## src/rtl/vga_bus_pkg.sv

```systemverilog
// rtl/vga_bus_pkg.sv - shared constants and FSM state type for the VGA rectangle fill engine
package vga_bus_pkg;

  localparam int          SCREEN_W_DEF  = 160;
  localparam int          SCREEN_H_DEF  = 120;
  localparam logic [7:0]  BASE_ADDR_DEF = 8'hB0;

  localparam logic [7:0]  REG_X   = 8'd0;
  localparam logic [7:0]  REG_Y   = 8'd1;
  localparam logic [7:0]  REG_COL = 8'd2;
  localparam logic [7:0]  REG_STB = 8'd3;
  localparam logic [7:0]  STB_VAL = 8'h01;

  typedef enum logic [3:0] {
    IDLE,
    CLIP,
    REQ,
    WR_COL,
    WR_X,
    WR_Y,
    WR_STB,
    STEP,
    FIN
  } fill_state_e;

endpackage

```

## src/rtl/vga_rect_fill_engine_if.sv

```systemverilog
// rtl/vga_rect_fill_engine_if.sv - shared VGA peripheral bus seen by the fill engine
interface vga_rect_fill_engine_if;
  logic       BUS_REQ;
  logic       BUS_GNT;
  logic [7:0] BUS_ADDR;
  logic [7:0] BUS_DATA_OUT;
  logic       BUS_DATA_OE;
  logic       BUS_WE;

  modport master (
    output BUS_REQ, BUS_ADDR, BUS_DATA_OUT, BUS_DATA_OE, BUS_WE,
    input  BUS_GNT
  );

  modport slave (
    input  BUS_REQ, BUS_ADDR, BUS_DATA_OUT, BUS_DATA_OE, BUS_WE,
    output BUS_GNT
  );
endinterface

```

## src/rtl/vga_raster_counter.sv

```systemverilog
// rtl/vga_raster_counter.sv - X/Y cursor walking a clipped rectangle in raster order
module vga_raster_counter (
  input  logic       clk,
  input  logic       rst,
  input  logic       load,
  input  logic       step,
  input  logic [7:0] x0,
  input  logic [7:0] xe,
  input  logic [6:0] y0,
  input  logic [6:0] ye,
  output logic [7:0] x_nxt,
  output logic [6:0] y_nxt,
  output logic       row_start,
  output logic       last
);

  logic [7:0] x_q, x_d, x0_q, x0_d, xe_q, xe_d;
  logic [6:0] y_q, y_d, ye_q, ye_d;

  always_comb begin
    x_d  = x_q;
    y_d  = y_q;
    x0_d = x0_q;
    xe_d = xe_q;
    ye_d = ye_q;
    if (load) begin
      x_d  = x0;
      y_d  = y0;
      x0_d = x0;
      xe_d = xe;
      ye_d = ye;
    end else if (step) begin
      if (x_q == xe_q) begin
        x_d = x0_q;
        y_d = y_q + 7'd1;
      end else begin
        x_d = x_q + 8'd1;
      end
    end
  end

  always_ff @(posedge clk) begin
    if (rst) begin
      x_q  <= '0;
      y_q  <= '0;
      x0_q <= '0;
      xe_q <= '0;
      ye_q <= '0;
    end else begin
      x_q  <= x_d;
      y_q  <= y_d;
      x0_q <= x0_d;
      xe_q <= xe_d;
      ye_q <= ye_d;
    end
  end

  // next-cycle cursor lets the caller register bus data in step with the FSM
  assign x_nxt     = x_d;
  assign y_nxt     = y_d;
  assign row_start = (x_q == x0_q);
  assign last      = (x_q == xe_q) && (y_q == ye_q);

endmodule

```

## src/rtl/vga_rect_fill_engine.sv

```systemverilog
// rtl/vga_rect_fill_engine.sv - turns a fill-rectangle command into per-pixel VGA register writes
module vga_rect_fill_engine
  import vga_bus_pkg::*;
#(
  parameter int         SCREEN_W  = SCREEN_W_DEF,
  parameter int         SCREEN_H  = SCREEN_H_DEF,
  parameter logic [7:0] BASE_ADDR = BASE_ADDR_DEF
) (
  input  logic       CLK,
  input  logic       RESET,
  input  logic       START,
  input  logic [7:0] X0,
  input  logic [6:0] Y0,
  input  logic [7:0] W,
  input  logic [6:0] H,
  input  logic [7:0] COLOUR,
  output logic       BUSY,
  output logic       DONE,
  vga_rect_fill_engine_if.master bus
);

  fill_state_e state_q, state_d;
  logic [7:0]  x0_q, x0_d, w_q, w_d, col_q, col_d;
  logic [6:0]  y0_q, y0_d, h_q, h_d;
  logic        fresh_q, fresh_d, lost_q, lost_d;
  logic        busy_q, busy_d, done_q, done_d, req_q, req_d, oe_q, oe_d, we_q, we_d;
  logic [7:0]  addr_q, addr_d, data_q, data_d;

  logic        cnt_load, cnt_step, row_start, last, empty;
  logic [7:0]  x_nxt, clip_xe;
  logic [6:0]  y_nxt, clip_ye;
  logic [8:0]  x_end, y_end, x_lim, y_lim;
  logic        gnt;

  assign gnt = bus.BUS_GNT;

  always_comb begin
    x_end   = {1'b0, x0_q} + {1'b0, w_q};
    y_end   = {2'b0, y0_q} + {2'b0, h_q};
    x_lim   = (x_end > 9'(SCREEN_W)) ? 9'(SCREEN_W) : x_end;
    y_lim   = (y_end > 9'(SCREEN_H)) ? 9'(SCREEN_H) : y_end;
    clip_xe = 8'(x_lim - 9'd1);
    clip_ye = 7'(y_lim - 9'd1);
    empty   = (w_q == 8'd0) || (h_q == 7'd0) ||
              ({1'b0, x0_q} >= 9'(SCREEN_W)) || ({2'b0, y0_q} >= 9'(SCREEN_H));
  end

  vga_raster_counter u_cursor (
    .clk       (CLK),
    .rst       (RESET),
    .load      (cnt_load),
    .step      (cnt_step),
    .x0        (x0_q),
    .xe        (clip_xe),
    .y0        (y0_q),
    .ye        (clip_ye),
    .x_nxt     (x_nxt),
    .y_nxt     (y_nxt),
    .row_start (row_start),
    .last      (last)
  );

  always_comb begin
    state_d  = state_q;
    x0_d     = x0_q;
    y0_d     = y0_q;
    w_d      = w_q;
    h_d      = h_q;
    col_d    = col_q;
    fresh_d  = fresh_q;
    lost_d   = lost_q;
    cnt_load = 1'b0;
    cnt_step = 1'b0;
    case (state_q)
      IDLE: if (START) begin
        x0_d    = X0;
        y0_d    = Y0;
        w_d     = W;
        h_d     = H;
        col_d   = COLOUR;
        state_d = CLIP;
      end
      CLIP: if (empty) begin
        state_d = FIN;
      end else begin
        cnt_load = 1'b1;
        state_d  = REQ;
      end
      // every grant (first or regained) restarts the pixel from the colour register
      REQ: if (gnt) begin
        fresh_d = 1'b1;
        lost_d  = 1'b0;
        state_d = WR_COL;
      end
      WR_COL: state_d = gnt ? WR_X : REQ;
      WR_X: begin
        if (!gnt)                      state_d = REQ;
        else if (fresh_q || row_start) state_d = WR_Y;
        else                           state_d = WR_STB;
      end
      WR_Y:   state_d = gnt ? WR_STB : REQ;
      WR_STB: begin
        lost_d  = !gnt;
        state_d = STEP;
      end
      STEP: begin
        fresh_d = 1'b0;
        if (last) begin
          state_d = FIN;
        end else begin
          cnt_step = 1'b1;
          state_d  = (gnt && !lost_q) ? WR_X : REQ;
        end
      end
      FIN:     state_d = IDLE;
      default: state_d = IDLE;
    endcase
  end

  always_comb begin
    req_d  = state_d inside {REQ, WR_COL, WR_X, WR_Y, WR_STB, STEP};
    busy_d = !(state_d inside {IDLE, FIN});
    done_d = (state_d == FIN);
    we_d   = 1'b0;
    addr_d = 8'h00;
    data_d = 8'h00;
    case (state_d)
      WR_COL: begin we_d = 1'b1; addr_d = BASE_ADDR + REG_COL; data_d = col_q;          end
      WR_X:   begin we_d = 1'b1; addr_d = BASE_ADDR + REG_X;   data_d = x_nxt;          end
      WR_Y:   begin we_d = 1'b1; addr_d = BASE_ADDR + REG_Y;   data_d = {1'b0, y_nxt};  end
      WR_STB: begin we_d = 1'b1; addr_d = BASE_ADDR + REG_STB; data_d = STB_VAL;        end
      default: ;
    endcase
    oe_d = we_d;
  end

  always_ff @(posedge CLK) begin
    if (RESET) begin
      state_q <= IDLE;
      x0_q    <= '0;
      y0_q    <= '0;
      w_q     <= '0;
      h_q     <= '0;
      col_q   <= '0;
      fresh_q <= 1'b0;
      lost_q  <= 1'b0;
      busy_q  <= 1'b0;
      done_q  <= 1'b0;
      req_q   <= 1'b0;
      oe_q    <= 1'b0;
      we_q    <= 1'b0;
      addr_q  <= 8'h00;
      data_q  <= 8'h00;
    end else begin
      state_q <= state_d;
      x0_q    <= x0_d;
      y0_q    <= y0_d;
      w_q     <= w_d;
      h_q     <= h_d;
      col_q   <= col_d;
      fresh_q <= fresh_d;
      lost_q  <= lost_d;
      busy_q  <= busy_d;
      done_q  <= done_d;
      req_q   <= req_d;
      oe_q    <= oe_d;
      we_q    <= we_d;
      addr_q  <= addr_d;
      data_q  <= data_d;
    end
  end

  assign BUSY             = busy_q;
  assign DONE             = done_q;
  assign bus.BUS_REQ      = req_q;
  assign bus.BUS_ADDR     = addr_q;
  assign bus.BUS_DATA_OUT = data_q;
  assign bus.BUS_DATA_OE  = oe_q;
  assign bus.BUS_WE       = we_q;

endmodule
```

## src/flat_wrapper.sv

```systemverilog
// flat-port wrapper written by rule: the top's interface ports become plain ports
module vga_rect_fill_engine_flat import vga_bus_pkg::*;
#(
  parameter int         SCREEN_W  = SCREEN_W_DEF,
  parameter int         SCREEN_H  = SCREEN_H_DEF,
  parameter logic [7:0] BASE_ADDR = BASE_ADDR_DEF
)
  (CLK, RESET, START, X0, Y0, W, H, COLOUR, BUSY, DONE, bus_BUS_REQ, bus_BUS_ADDR, bus_BUS_DATA_OUT, bus_BUS_DATA_OE, bus_BUS_WE, bus_BUS_GNT);
  vga_rect_fill_engine_if bus_i ();
  input  logic CLK;
  input  logic RESET;
  input  logic START;
  input  logic [7:0] X0;
  input  logic [6:0] Y0;
  input  logic [7:0] W;
  input  logic [6:0] H;
  input  logic [7:0] COLOUR;
  output logic BUSY;
  output logic DONE;
  output wire logic [$bits(bus_i.BUS_REQ)-1:0] bus_BUS_REQ;
  output wire logic [$bits(bus_i.BUS_ADDR)-1:0] bus_BUS_ADDR;
  output wire logic [$bits(bus_i.BUS_DATA_OUT)-1:0] bus_BUS_DATA_OUT;
  output wire logic [$bits(bus_i.BUS_DATA_OE)-1:0] bus_BUS_DATA_OE;
  output wire logic [$bits(bus_i.BUS_WE)-1:0] bus_BUS_WE;
  input wire logic [$bits(bus_i.BUS_GNT)-1:0] bus_BUS_GNT;
  assign bus_BUS_REQ = bus_i.BUS_REQ;
  assign bus_BUS_ADDR = bus_i.BUS_ADDR;
  assign bus_BUS_DATA_OUT = bus_i.BUS_DATA_OUT;
  assign bus_BUS_DATA_OE = bus_i.BUS_DATA_OE;
  assign bus_BUS_WE = bus_i.BUS_WE;
  assign bus_i.BUS_GNT = bus_BUS_GNT;
  vga_rect_fill_engine #(.SCREEN_W(SCREEN_W), .SCREEN_H(SCREEN_H), .BASE_ADDR(BASE_ADDR)) u_core (.CLK(CLK), .RESET(RESET), .START(START), .X0(X0), .Y0(Y0), .W(W), .H(H), .COLOUR(COLOUR), .BUSY(BUSY), .DONE(DONE), .bus(bus_i));
endmodule
```

## config.mk

```make
export PLATFORM = sky130hd
export DESIGN_NAME = vga_rect_fill_engine_flat
export DESIGN_NICKNAME = d
export VERILOG_FILES = /design/src/rtl/vga_bus_pkg.sv /design/src/rtl/vga_rect_fill_engine_if.sv /design/src/rtl/vga_raster_counter.sv /design/src/rtl/vga_rect_fill_engine.sv /design/src/flat_wrapper.sv
export SDC_FILE = /design/constraint.sdc
export NUM_CORES = 1
export LEC_CHECK = 0
export BUFFER_PORTS_ARGS = -buffer_cell sky130_fd_sc_hd__buf_2
export CAP_MARGIN = 5
export CELL_PAD_IN_SITES_DETAIL_PLACEMENT = 0
export CELL_PAD_IN_SITES_GLOBAL_PLACEMENT = 1
export CORE_ASPECT_RATIO = 2
export CORE_UTILIZATION = 30
export CTS_BUF_LIST = sky130_fd_sc_hd__clkbuf_8
export CTS_CLUSTER_DIAMETER = 150
export CTS_CLUSTER_SIZE = 28
export DETAILED_ROUTE_END_ITERATION = 10
export HOLD_SLACK_MARGIN = 0.02
export MAX_ROUTING_LAYER = met4
export PLACE_DENSITY_LB_ADDON = 0.08
export SLEW_MARGIN = 20
export SYNTH_ARGS = -nofsm -noshare
export SYNTH_HDL_FRONTEND = slang
export SYNTH_SLANG_ARGS = --single-unit
```

## constraint.sdc

```tcl
create_clock -name CLK -period 3.3 [get_ports CLK]
set_clock_uncertainty 0.1 [all_clocks]
set_input_delay 0.165 -clock CLK [delete_from_list [all_inputs] [get_ports CLK]]
set_output_delay 0.165 -clock CLK [all_outputs]
set_load 0.02 [all_outputs]
```

After elaboration in Yosys (flattened, before gate mapping)

Index checks and enable logic that the tools add are counted.

Memories: 0
Bits in writable memories: 0
Latch bits: 0
Bits in read-only memories: 0
Bits of input ports: 42
Logic and storage cells: 97
Register bits after elaboration: 102
Output and inout bits: 21

Bitwise operators: 0
Reduce and logical (&&, ||, !) cells: 21
Add/subtract/negate cells: 6
Magnitude comparators: 4
Equality and inequality tests: 18
Divide/modulo/power cells: 0
Mux-type cells: 29
$mul: 0
Shift operators: 0

Operators by type and width:

| operator              | number |
|---|---|
| $pmux W8 S4           | 2 |
| $eq A4 B3 Y1 const B  | 8 |
| $mux W8               | 4 |
| $pmux W4 S8           | 1 |
| $mux W7               | 4 |
| $mux W4               | 5 |
| $eq A4 B2 Y1 const B  | 4 |
| $eq A8 B8 Y1          | 2 |
| $add A8 B8 Y9         | 1 |
| $gt A9 B8 Y1 const B  | 1 |
| $mux W3               | 3 |
| $add A7 B7 Y8         | 1 |
| $add A8 B1 Y8 const B | 1 |
| $ge A8 B8 Y1 const B  | 1 |
| $gt A8 B7 Y1 const B  | 1 |
| $logic_not A4 Y1      | 2 |
| $logic_not A8 Y1      | 1 |
| $sub A8 B1 Y8 const B | 1 |
| $add A7 B1 Y7 const B | 1 |
| $eq A7 B7 Y1          | 1 |
| $ge A7 B7 Y1 const B  | 1 |
| $logic_not A7 Y1      | 1 |
| $mux W1               | 7 |
| $sub A7 B1 Y7 const B | 1 |
| other kinds (12)      | 23 |

Logic depth before layout (Yosys ltp)

Gate-level depths: netlist of run 1.

Depth after elaboration: 9
Mapped depth: 16
Mapped depth without buffers: 15

By module

Synthesis of run 1 repeated with hierarchy kept, for this count alone.

Cell total of the unflattened synthesis: 690
Area, all modules: 5542.8 um^2

Modules (own cells, without submodules):

| module               | cells an instance | area each (um^2) | instances | sequential area each (um^2) |
|---|---|---|---|---|
| vga_rect_fill_engine | 437               | 3423.3           | 1         | 1161.1 |
| vga_raster_counter   | 253               | 2119.5           | 1         | 760.7 |

Worst setup path before layout of run 1

No wires, ideal clock.

Kind: register to register
Start point: reg u_core.x0_q[0]
End point: reg u_core.u_cursor.xe_q[6]
Setup time: 70 ps
Buffers on the path: 1
Data required time: 3130 ps
Slack: -12 ps
Cell stages (with the launch flop): 17
Data arrival time: 3142 ps
Clock period less this slack: 3312 ps
Cells stage by stage: dfxtp_1 > ha_1 > inv_1 > fa_1 > and2b_1 > o22ai_1 > xor2_1 > a311oi_2 > o21ai_1 > or3_1 > buf_2 > nand2b_1 > ha_1 > o2111ai_1 > xnor2_1 > nand3_1 > a21oi_1

Cells in the longest elaborated chain, start to end: 5
Elaborated cells on any way between the ends: 9
Those cells by class: add/sub (2); order compare (2); mux (3); reduce/logical (2)

RTL lines:

| element                                                               | RTL line                    | text |
|---|---|---|
| start, declared                                                       | vga_rect_fill_engine.sv:23  | `logic [7:0] x0_q, x0_d, w_q, w_d, col_q, col_d;` |
| start signal, assigned                                                | vga_rect_fill_engine.sv:140 | `x0_q <= '0;` |
| start signal, assigned                                                | vga_rect_fill_engine.sv:156 | `x0_q <= x0_d;` |
| parallel branches: the longest is 5 deep, another holds $add A8 B8 Y9 | -                           |  |
| end signal, assigned                                                  | vga_raster_counter.sv:47    | `xe_q <= '0;` |
| end signal, assigned                                                  | vga_raster_counter.sv:53    | `xe_q <= xe_d;` |
| end, declared                                                         | vga_raster_counter.sv:17    | `logic [7:0] x_q, x_d, x0_q, x0_d, xe_q, xe_d;` |

Several ways; the timed one is not identified.
A chain may end at the register's enable or synchronous reset.

Worst setup path after layout of run 1

Ends and elaborated chain as after synthesis.

==> metrics.txt, run 1 <==
period utilization 0.949; Critical Path Source u_core.x0_q[0]; CTS HTree Levels 3; final setup fails 0; CP startpoint kind flip-flop; CTS clk-pin slew, worst paths 110 ps; status finished, final reports clean; Routed Antenna Nets 0; Pwr Density between 500 and 600 nW/um2; diode count 0; clock buffer depth 2; setup_tns 0 ps; first-pass GRT wire length roughly 25 mm; CP Class reg2reg; RSZ-0062 raised after global routing true; Worst Path Buf+Inv 1; EDFF count, synth 0; Clk Latency, worst-skew pair 390 ps; post-synthesis adder-cell area fraction 0.0533; post-DR wirelength/cell 16.5 um; PortBufs 59; Yosys top cell by area dfxtp_1; crit-path cells ha_4 > inv_2 > fa_2 > and2b_1 > o22ai_2 > xor2_2 > a311oi_2 > o21ai_1 > or3_4 > nand2_1 > ha_2 > o2111ai_2 > xnor2_1 > nand3_1 > a21oi_2; flops & latches, synth 96; CP top delay family simple AND/OR/NAND/NOR gates; vias in the first global route 4873; initial DRC count 152; synth warn 0; post-synthesis sequential area ratio 0.368; post-route cell area 6490 um2; worst hold path class in2reg; Vias 4740; Mean Syn Cell Area 7.96 um2; die width 95.2 um; Min-Delay Startpoint RESET; most frequent cells in the layout 130 x nand2_1, 93 x dfxtp_1, 76 x a21oi_1; Die Height 188 um; Main synth FF type dfxtp_1; Max Cap Viol 0; mux contribution to synthesized area 0.0156; global placement routability congestion 0.838; layout net count 815; Core Box Area 16800 um2; DP Worst Slack -101 ps; Area growth syn-to-layout 24.4%; die footprint 18000 um2; crit path max fanout 4; worst reg2reg setup slack 170 ps; synthesized cell area 5220 um2; row cnt 67; main area contributors after synthesis dfxtp_1 37%, nand2_1 9.4%, a21oi_1 7.7%, ha_1 4.6%, xor2_1 4.0%; initial antenna violation count 0; required time worst endpoint around 3500 ps; layout cell share with drive strength beyond 1 0.184; CTS Buf Count 9; drt pass-1 iters 5; simple-gate area share of the yosys netlist 0.236; post-DP HPWL 12.0 mm; GR Overflow Total 0; Root Driver clkbuf_8; total wire length 15.9 mm; Slew Viols, Final 0; Max Clock Freq around 320 MHz; Hold Crit Depth 2; Hold Vio Cnt, Final 0; cell count of the worst reg-to-reg path 15; DRC 0; post-synth cell types 66; max incr delay on CP between 300 and 400 ps; Crit-path slowest cell or3_4; Initial Util 0.310; FF-to-FF End u_core.u_cursor.xe_q[6]; min Tclk post-route 3130 ps; TritonCTS clock tree yes; peak supply drop 250 uV; GRT Overall Usage 0.195; # clock sinks 96; Synth Area in XOR/XNOR 0.0768; WP data arrival between 3000 and 4000 ps; largest net degree at the start of global routing 40; Synth Area in Compound Gates 0.197; worst r2r src u_core.x0_q[0]; Post-DP Area between 5000 and 6000 um2; main combinational cell family by area after synthesis simple AND/OR/NAND/NOR gates; CP endpoint kind flip-flop; gate count of the mapped netlist between 600 and 700; Slew @ Worst Pin approximately 720 ps; Pleak 2.72 nW; slew margin rel. 0.517; Top Ports 63; via/cell ratio between 4 and 5; Min-Delay Endpoint u_core.state_q[0]; final setup margin 169 ps; Synth top area share 0.368; ys async rst share 0; commonest non-fill, non-tap cell in the layout nand2_1
sequential cells by signal, indices dropped and copies added (netlist names):
signal,cells
u_core.x0_q,8
u_core.bus.BUS_REQ,1
u_core.DONE,1
u_core.h_q,7
u_core.bus.BUS_DATA_OUT,8
u_core.w_q,8
u_core.col_q,8
u_core.u_cursor.x_q,8
u_core.u_cursor.ye_q,7
u_core.fresh_q,1
u_core.BUSY,1
u_core.u_cursor.y_q,7
u_core.bus.BUS_DATA_OE,1
u_core.state_q,4
u_core.u_cursor.xe_q,8
u_core.bus.BUS_ADDR,2
u_core.u_cursor.x0_q,8
u_core.lost_q,1
u_core.y0_q,7
worst reg2reg max path, stage by stage, from the launching register on:
cell and delay (ps):
dfxtp_2 360, ha_4 140, inv_2 30, fa_2 330, and2b_1 230, o22ai_2 100
xor2_2 160, a311oi_2 340, o21ai_1 100, or3_4 390, nand2_1 80, ha_2 190
o2111ai_2 110, xnor2_1 180, nand3_1 100, a21oi_2 130
synthesized netlist by cell type, types with 3 or more instances:
library cell	count
nand4_1	5
mux2i_1	7
and3_1	6
buf_2	8
o211ai_1	4
inv_1	13
nor2_1	49
o21ai_0	16
nand2_1	130
or3_1	6
xor2_1	24
a311oi_1	7
buf_6	3
a21o_1	12
buf_4	7
nor2b_1	3
clkbuf_1	23
nand2b_1	4
nand3_1	13
dfxtp_1	96
a21oi_1	80
ha_1	19
nor4_1	5
nor3_1	12
xnor2_1	18
a31oi_1	9
and2_1	11
a211oi_1	10
nand3b_1	4
repair_timing:
action                                  in CTS  in global routing
pin swaps                                    4                  7
hold endpoints to repair                    40                  0
gates resized for setup                      3                 18
buffers inserted                             2                  1
hold buffers                                39                  0
endpoints found under the setup margin       3                  5
logic make-up after synthesis:
group / Yosys count
simple gates: 263
compound gates: 165
flops: 96
buf+inv: 57
xor+xnor: 44
fa+ha+maj: 21
mux: 8
other cells: 1
layer usage:
| layer | GRT usage | part of all wire | up-vias |
|---|---|---|---|
| met5 | - | 0 | - |
| met4 | 0.0997 | 0.041 | 0 |
| met3 | 0.0299 | 0.024 | 20 |
| met2 | 0.350 | 0.55 | 86 |
| met1 | 0.196 | 0.38 | 2180 |
| li1 | - | - | 2454 |
worst max path at each step:
| stage | end | depth (start not counted) | slack [ps] |
|---|---|---|---|
| 2_1_floorplan | u_core.u_cursor.xe_q[6] | 16 | 10 |
| 3_3_place_gp | u_core.u_cursor.xe_q[6] | 15 | 9 |
| 3_5_place_dp | u_core.u_cursor.xe_q[6] | 15 | -100 |
| 4_1_cts | u_core.u_cursor.xe_q[6] | 15 | 20 |
| 5_1_grt | u_core.u_cursor.xe_q[6] | 15 | -50 |
| 6_report | u_core.u_cursor.xe_q[6] | 15 | 170 |
per-stage QoR:
stage / power (mW) / hold WS (ps) / cells / util
final: 3.29 / 163 / 964 / 0.385
after global routing: 3.51 / 164 / 964 / 0.385
after CTS: 3.31 / 148 / 963 / 0.380
after detailed placement: 2.31 / 311 / 906 / 0.342
after global placement: 2.30 / 305 / 906 / 0.342
after floorplan: 2.00 / 162 / 657 / -
area by class of cell:
cell class	instances	area, um2
fillers	1740	10400
multi-input cells	504	3110
flip-flops and latches	96	1930
repair buffers	128	911
well taps	207	259
clock buffers	9	124
clock inverters	7	113
inverters	13	48.8
where the power goes:
group | internal [mW] | switching (mW)
clock network | 0.444 | 0.493
logic | 0.441 | 0.577
registers | 1.25 | 0.0883
total | 2.13 | 1.16
Note: power is estimated with default switching activity, not from simulation.
==> run 2: changes to the inputs <==
==> constraint.sdc (replaced) <==
create_clock -name CLK -period 3.3 [get_ports CLK]
set_clock_uncertainty 0.1 [all_clocks]
set_input_delay 0.495 -clock CLK [delete_from_list [all_inputs] [get_ports CLK]]
set_output_delay 0.495 -clock CLK [all_outputs]
set_load 0.02 [all_outputs]
==> run 2 against run 1 <==
Sequential power about the same. Critical path depth unchanged. Via count down 0.95%. Largest cell class unchanged.
==> metrics.txt, run 2 (synthesis gave the netlist of run 1 again) <==
worst r2r src u_core.x0_q[0]; CP Class reg2reg; Pleak ~2.6 nW; CP top delay family simple AND/OR/NAND/NOR gates; worst reg2reg setup slack 120 ps; crit path max fanout 4; # clock sinks 96; met3 wire len 357 um; Hold Vio Cnt, Final 0; overall power ~3.2 mW; worst hold path class in2reg; CP startpoint kind flip-flop; commonest non-fill, non-tap cell in the layout nand2_1; Max Clock Freq 314 MHz; required time worst endpoint roughly 3500 ps; most frequent cells in the layout 130 x nand2_1, 92 x dfxtp_1, 76 x a21oi_1; CP endpoint kind flip-flop; layout net count ~780; slew margin rel. 0.490; Vias 4695; first-pass GRT wire length 24.6 mm; Pwr Density ~520 nW/um2; WP data arrival 3420 ps; final setup fails 0; Top Ports 63; Slew @ Worst Pin 759 ps; Crit-path slowest cell or3_4; Core Box Area 16800 um2; filler-free cell count of the finished design 926; Min-Delay Endpoint u_core.h_q[2]; via/cell ratio 5.07; die width 95.2 um; Hold Crit Depth 3; die footprint 18000 um2; global placement routability congestion 0.838; final core utilization 0.362; initial DRC count 169; Max Cap Viol 0; DRC 0; FF-to-FF End u_core.u_cursor.xe_q[6]; Slew Viols, Final 0; total wire length around 16 mm; largest net degree at the start of global routing 51; DP Worst Slack -67.2 ps; Clk Latency, worst-skew pair 390 ps; status finished, final reports clean; drt pass-1 iters 5; max incr delay on CP 400 ps; Min-Delay Startpoint H[2]; diode count 0; peak supply drop 249 uV; Area growth syn-to-layout 17.1%; CTS clk-pin slew, worst paths 110 ps; PortBufs 59; setup_tns 0 ps; post-DP HPWL 11.8 mm; Top Metal Used met4; GRT Overall Usage 0.188; Inst Count DP just over 900; cell count of the worst reg-to-reg path 15; vias in the first global route 4729; row cnt 67; min Tclk post-route 3180 ps; CTS Buf Count 9; initial antenna violation count 0; RSZ-0062 raised after global routing true; Post-DP Area 5770 um2; post-route cell area 6110 um2; clock buffer depth 2; final setup margin ~120 ps; TritonCTS clock tree yes; Root Driver clkbuf_8; GR Overflow Total 0; layout cell share with drive strength beyond 1 0.196; post-DR wirelength/cell between 15 and 20 um; Initial Util 0.310; Die Height roughly 190 um; Hold Slack 225 ps; crit-path cells ha_4 > inv_2 > fa_2 > and2b_1 > o22ai_2 > xor2_2 > a311oi_2 > o21ai_1 > or3_4 > nand2b_1 > ha_2 > o2111ai_2 > xnor2_1 > nand3_1 > a21oi_2; metal2 WL roughly 8.7 mm; M1 wire length just under 6 mm; Routed Antenna Nets 0; period utilization 0.965; CTS HTree Levels 3; Worst Path Buf+Inv 1
-- run 2: how the worst max path moves through the flow --
stage	startpoint	end	slack, ps	cells after the start
floorplan	u_core.x0_q[0]	u_core.u_cursor.xe_q[6]	10	16
global placement	u_core.x0_q[0]	u_core.u_cursor.xe_q[6]	-0.7	15
detailed placement	u_core.x0_q[0]	u_core.u_cursor.xe_q[6]	-70	15
CTS	u_core.x0_q[0]	u_core.u_cursor.xe_q[6]	10	15
global route	u_core.y0_q[0]	u_core.u_cursor.ye_q[6]	-90	15
finish	u_core.x0_q[0]	u_core.u_cursor.xe_q[6]	120	15
-- run 2: layout make-up --
type	count	area [um2]
Timing Repair Buffer	90	541
Clock buffer	9	124
Tap cell	207	259
Multi-Input combinational cell	504	3110
Clock inverter	7	92.6
Inverter	13	48.8
Sequential cell	96	1930
Fill cell	1798	10700
-- run 2: worst reg2reg max path, stage by stage, from the launching register on --
cell	delay [ps]
dfxtp_2	370
ha_4	140
inv_2	30
fa_2	330
and2b_1	230
o22ai_2	100
xor2_2	160
a311oi_2	350
o21ai_1	90
or3_4	400
nand2b_1	90
ha_2	190
o2111ai_2	110
xnor2_1	180
nand3_1	100
a21oi_2	140
-- run 2: timing repair --
action / in CTS / in global routing
endpoints found under the hold margin: 0 / 0
endpoints found under the setup margin: 2 / 5
buffers inserted: 1 / 3
gates cloned: 0 / 0
gates resized for setup: 2 / 20
pin swaps: 3 / 6
hold buffers: 0 / 0
-- run 2: report_power, final --
part           leakage, nW  internal [mW]  switching [mW]
logic                 1.67          0.411           0.575
registers            0.783           1.25          0.0876
clock network        0.112          0.378           0.502
total                 2.57           2.03            1.16
-- run 2: metal layers --
metal  track usage  up-vias
li1              -     2390
met1         0.190     2171
met2         0.342      101
met3        0.0194       33
met4         0.102        0
met5             -        -
==> run 3: changes to the inputs <==
Settings changed: HOLD_SLACK_MARGIN 0.02 to default.
Clock period 3.3 ns to 3.44 ns, I/O delays scaled along.
==> run 3 against run 2 <==
Clock-buffer cell count stayed put. Via count is 2.5% lower. First-iteration DRC count is 28% lower. Setup slack better by 110 ps. Fmax is 0.91% lower. Hold slack better by 35 ps. Non-clock buffer count is 9 lower.
==> metrics.txt, run 3 (synthesis gave the netlist of run 1 again) <==
CP top delay family simple AND/OR/NAND/NOR gates; net switching power 1.05 mW; layout net count 768; vias in the first global route 4551; die footprint 18000 um2; clock buffer depth 2; Core Box Area roughly 17000 um2; CP Class reg2reg; Inst Count DP 900; Hold Vio Cnt, Final 0; worst hold path class in2reg; Root Driver clkbuf_8; CTS clk-pin slew, worst paths 100 ps; global placement routability congestion between 0.8 and 0.9; # clock sinks 96; Slew Viols, Final 0; peak supply drop roughly 260 uV; final core utilization 0.356; post-DR wirelength/cell 16.5 um; Routed Antenna Nets 0; initial antenna violation count 0; Max Clock Freq 311 MHz; via/cell ratio ~5; status finished, final reports clean; period utilization 0.934; slew margin rel. 0.496; CTS HTree Levels 3; post-route cell area 6000 um2; drt pass-1 iters 4; commonest non-fill, non-tap cell in the layout nand2_1; layout cell share with drive strength beyond 1 0.172; die width roughly 95 um; Top Ports 63; Int Power 1.98 mW; Max Cap Viol 0; CP endpoint kind flip-flop; crit-path cells ha_1 > inv_1 > fa_2 > and2b_1 > o22ai_1 > xor2_1 > a311oi_2 > o21ai_1 > or3_4 > nand2b_1 > ha_4 > o2111ai_1 > xnor2_1 > nand3_1 > a21oi_1; Post-DP Area ~5700 um2; Crit-path slowest cell or3_4; largest net degree at the start of global routing 46; Clk Latency, worst-skew pair 380 ps; crit path max fanout 6; max incr delay on CP around 400 ps; Initial Util 0.310; row cnt 67; Pleak 2.50 nW; post-cts hold buffer count 0; TritonCTS clock tree yes; min Tclk post-route 3210 ps; WP data arrival 3440 ps; filler-free cell count of the finished design roughly 920; Slew @ Worst Pin 751 ps; DP Worst Slack 18.0 ps; Pwr Density approximately 500 nW/um2; Reg power frac 0.421; FILL cells 1818; CTS Buf Count 9; Area growth syn-to-layout 15.1%; required time worst endpoint 3660 ps; diode count 0; post-DP HPWL about 12 mm; GR Overflow Total 0; initial DRC count 121; Comb power frac 0.300; sw frac 0.347; first-pass GRT wire length 24.0 mm; Worst Path Buf+Inv 1; PortBufs 59; Die Height roughly 190 um; final setup margin 227 ps; final setup fails 0; clock share of power 0.278; GRT Overall Usage 0.185; DRC 0; Vias about 4600; total wire length 15.1 mm; most frequent cells in the layout 129 x nand2_1, 94 x dfxtp_1, 77 x a21oi_1; CP startpoint kind flip-flop
## run 3: cell count changes in the layout (fill, tap and decap cells not counted), sizes merged
cell / previous run / this run
inv: 19 / 14
clkinv: 0 / 2
buf: 90 / 81
bufinv: 1 / 2
clkinvlp: 0 / 1
## run 3: path summary, 6_finish.rpt
kind              startpoint                       to  slack [ps]  cells past startpoint
min                    Y0[4]           u_core.y0_q[4]         260                      3
min reg2reg  u_core.col_q[1]          u_core.col_q[1]         360                      2
max reg2reg    u_core.w_q[0]  u_core.u_cursor.xe_q[6]         230                     15
max            u_core.w_q[0]  u_core.u_cursor.xe_q[6]         230                     15
## run 3: what timing repair did
item                                    4_1_cts  5_1_grt
setup buffers                                 0        1
endpoints found under the setup margin        0        4
gates resized for setup                       0       13
## run 3: power groups by stage
stage | registers (mW) | logic [mW] | clock network, mW
after detailed placement | 1.31 | 0.899 | 0
after global routing | 1.29 | 1.01 | 0.925
after global placement | 1.30 | 0.894 | 0
after CTS | 1.28 | 0.902 | 0.889
final | 1.28 | 0.912 | 0.844
after floorplan | 1.28 | 0.642 | 0
## run 3: final cells by class
cell class,count,area [um2],share of cell area
clock buffers,9,124,0.0206
clock inverters,6,93.8,0.0156
inverters,13,48.8,0.00813
multi-input cells,504,3080,0.513
flip-flops and latches,96,1920,0.321
well taps,207,259,0.0432
repair buffers,81,473,0.0788
## run 3: metal layers
metal	part of all wire	vias to the layer above	global-route usage
met3	0.027	32	0.0254
li1	-	2367	-
met1	0.39	2090	0.186
met4	0.053	0	0.115
met5	0	-	-
met2	0.53	88	0.325
## run 3: metrics by stage
stage	power [mW]	hold slack (ps)	TNS (ps)
floorplan	1.92	336	0
global placement	2.20	351	0
detailed placement	2.21	354	0
CTS	3.07	230	0
global route	3.23	234	-41.5
finish	3.04	260	0
## run 3: worst min-delay path: stages
cell and delay (ps):
buf_2 100, nand2_1 50, a21oi_1 50
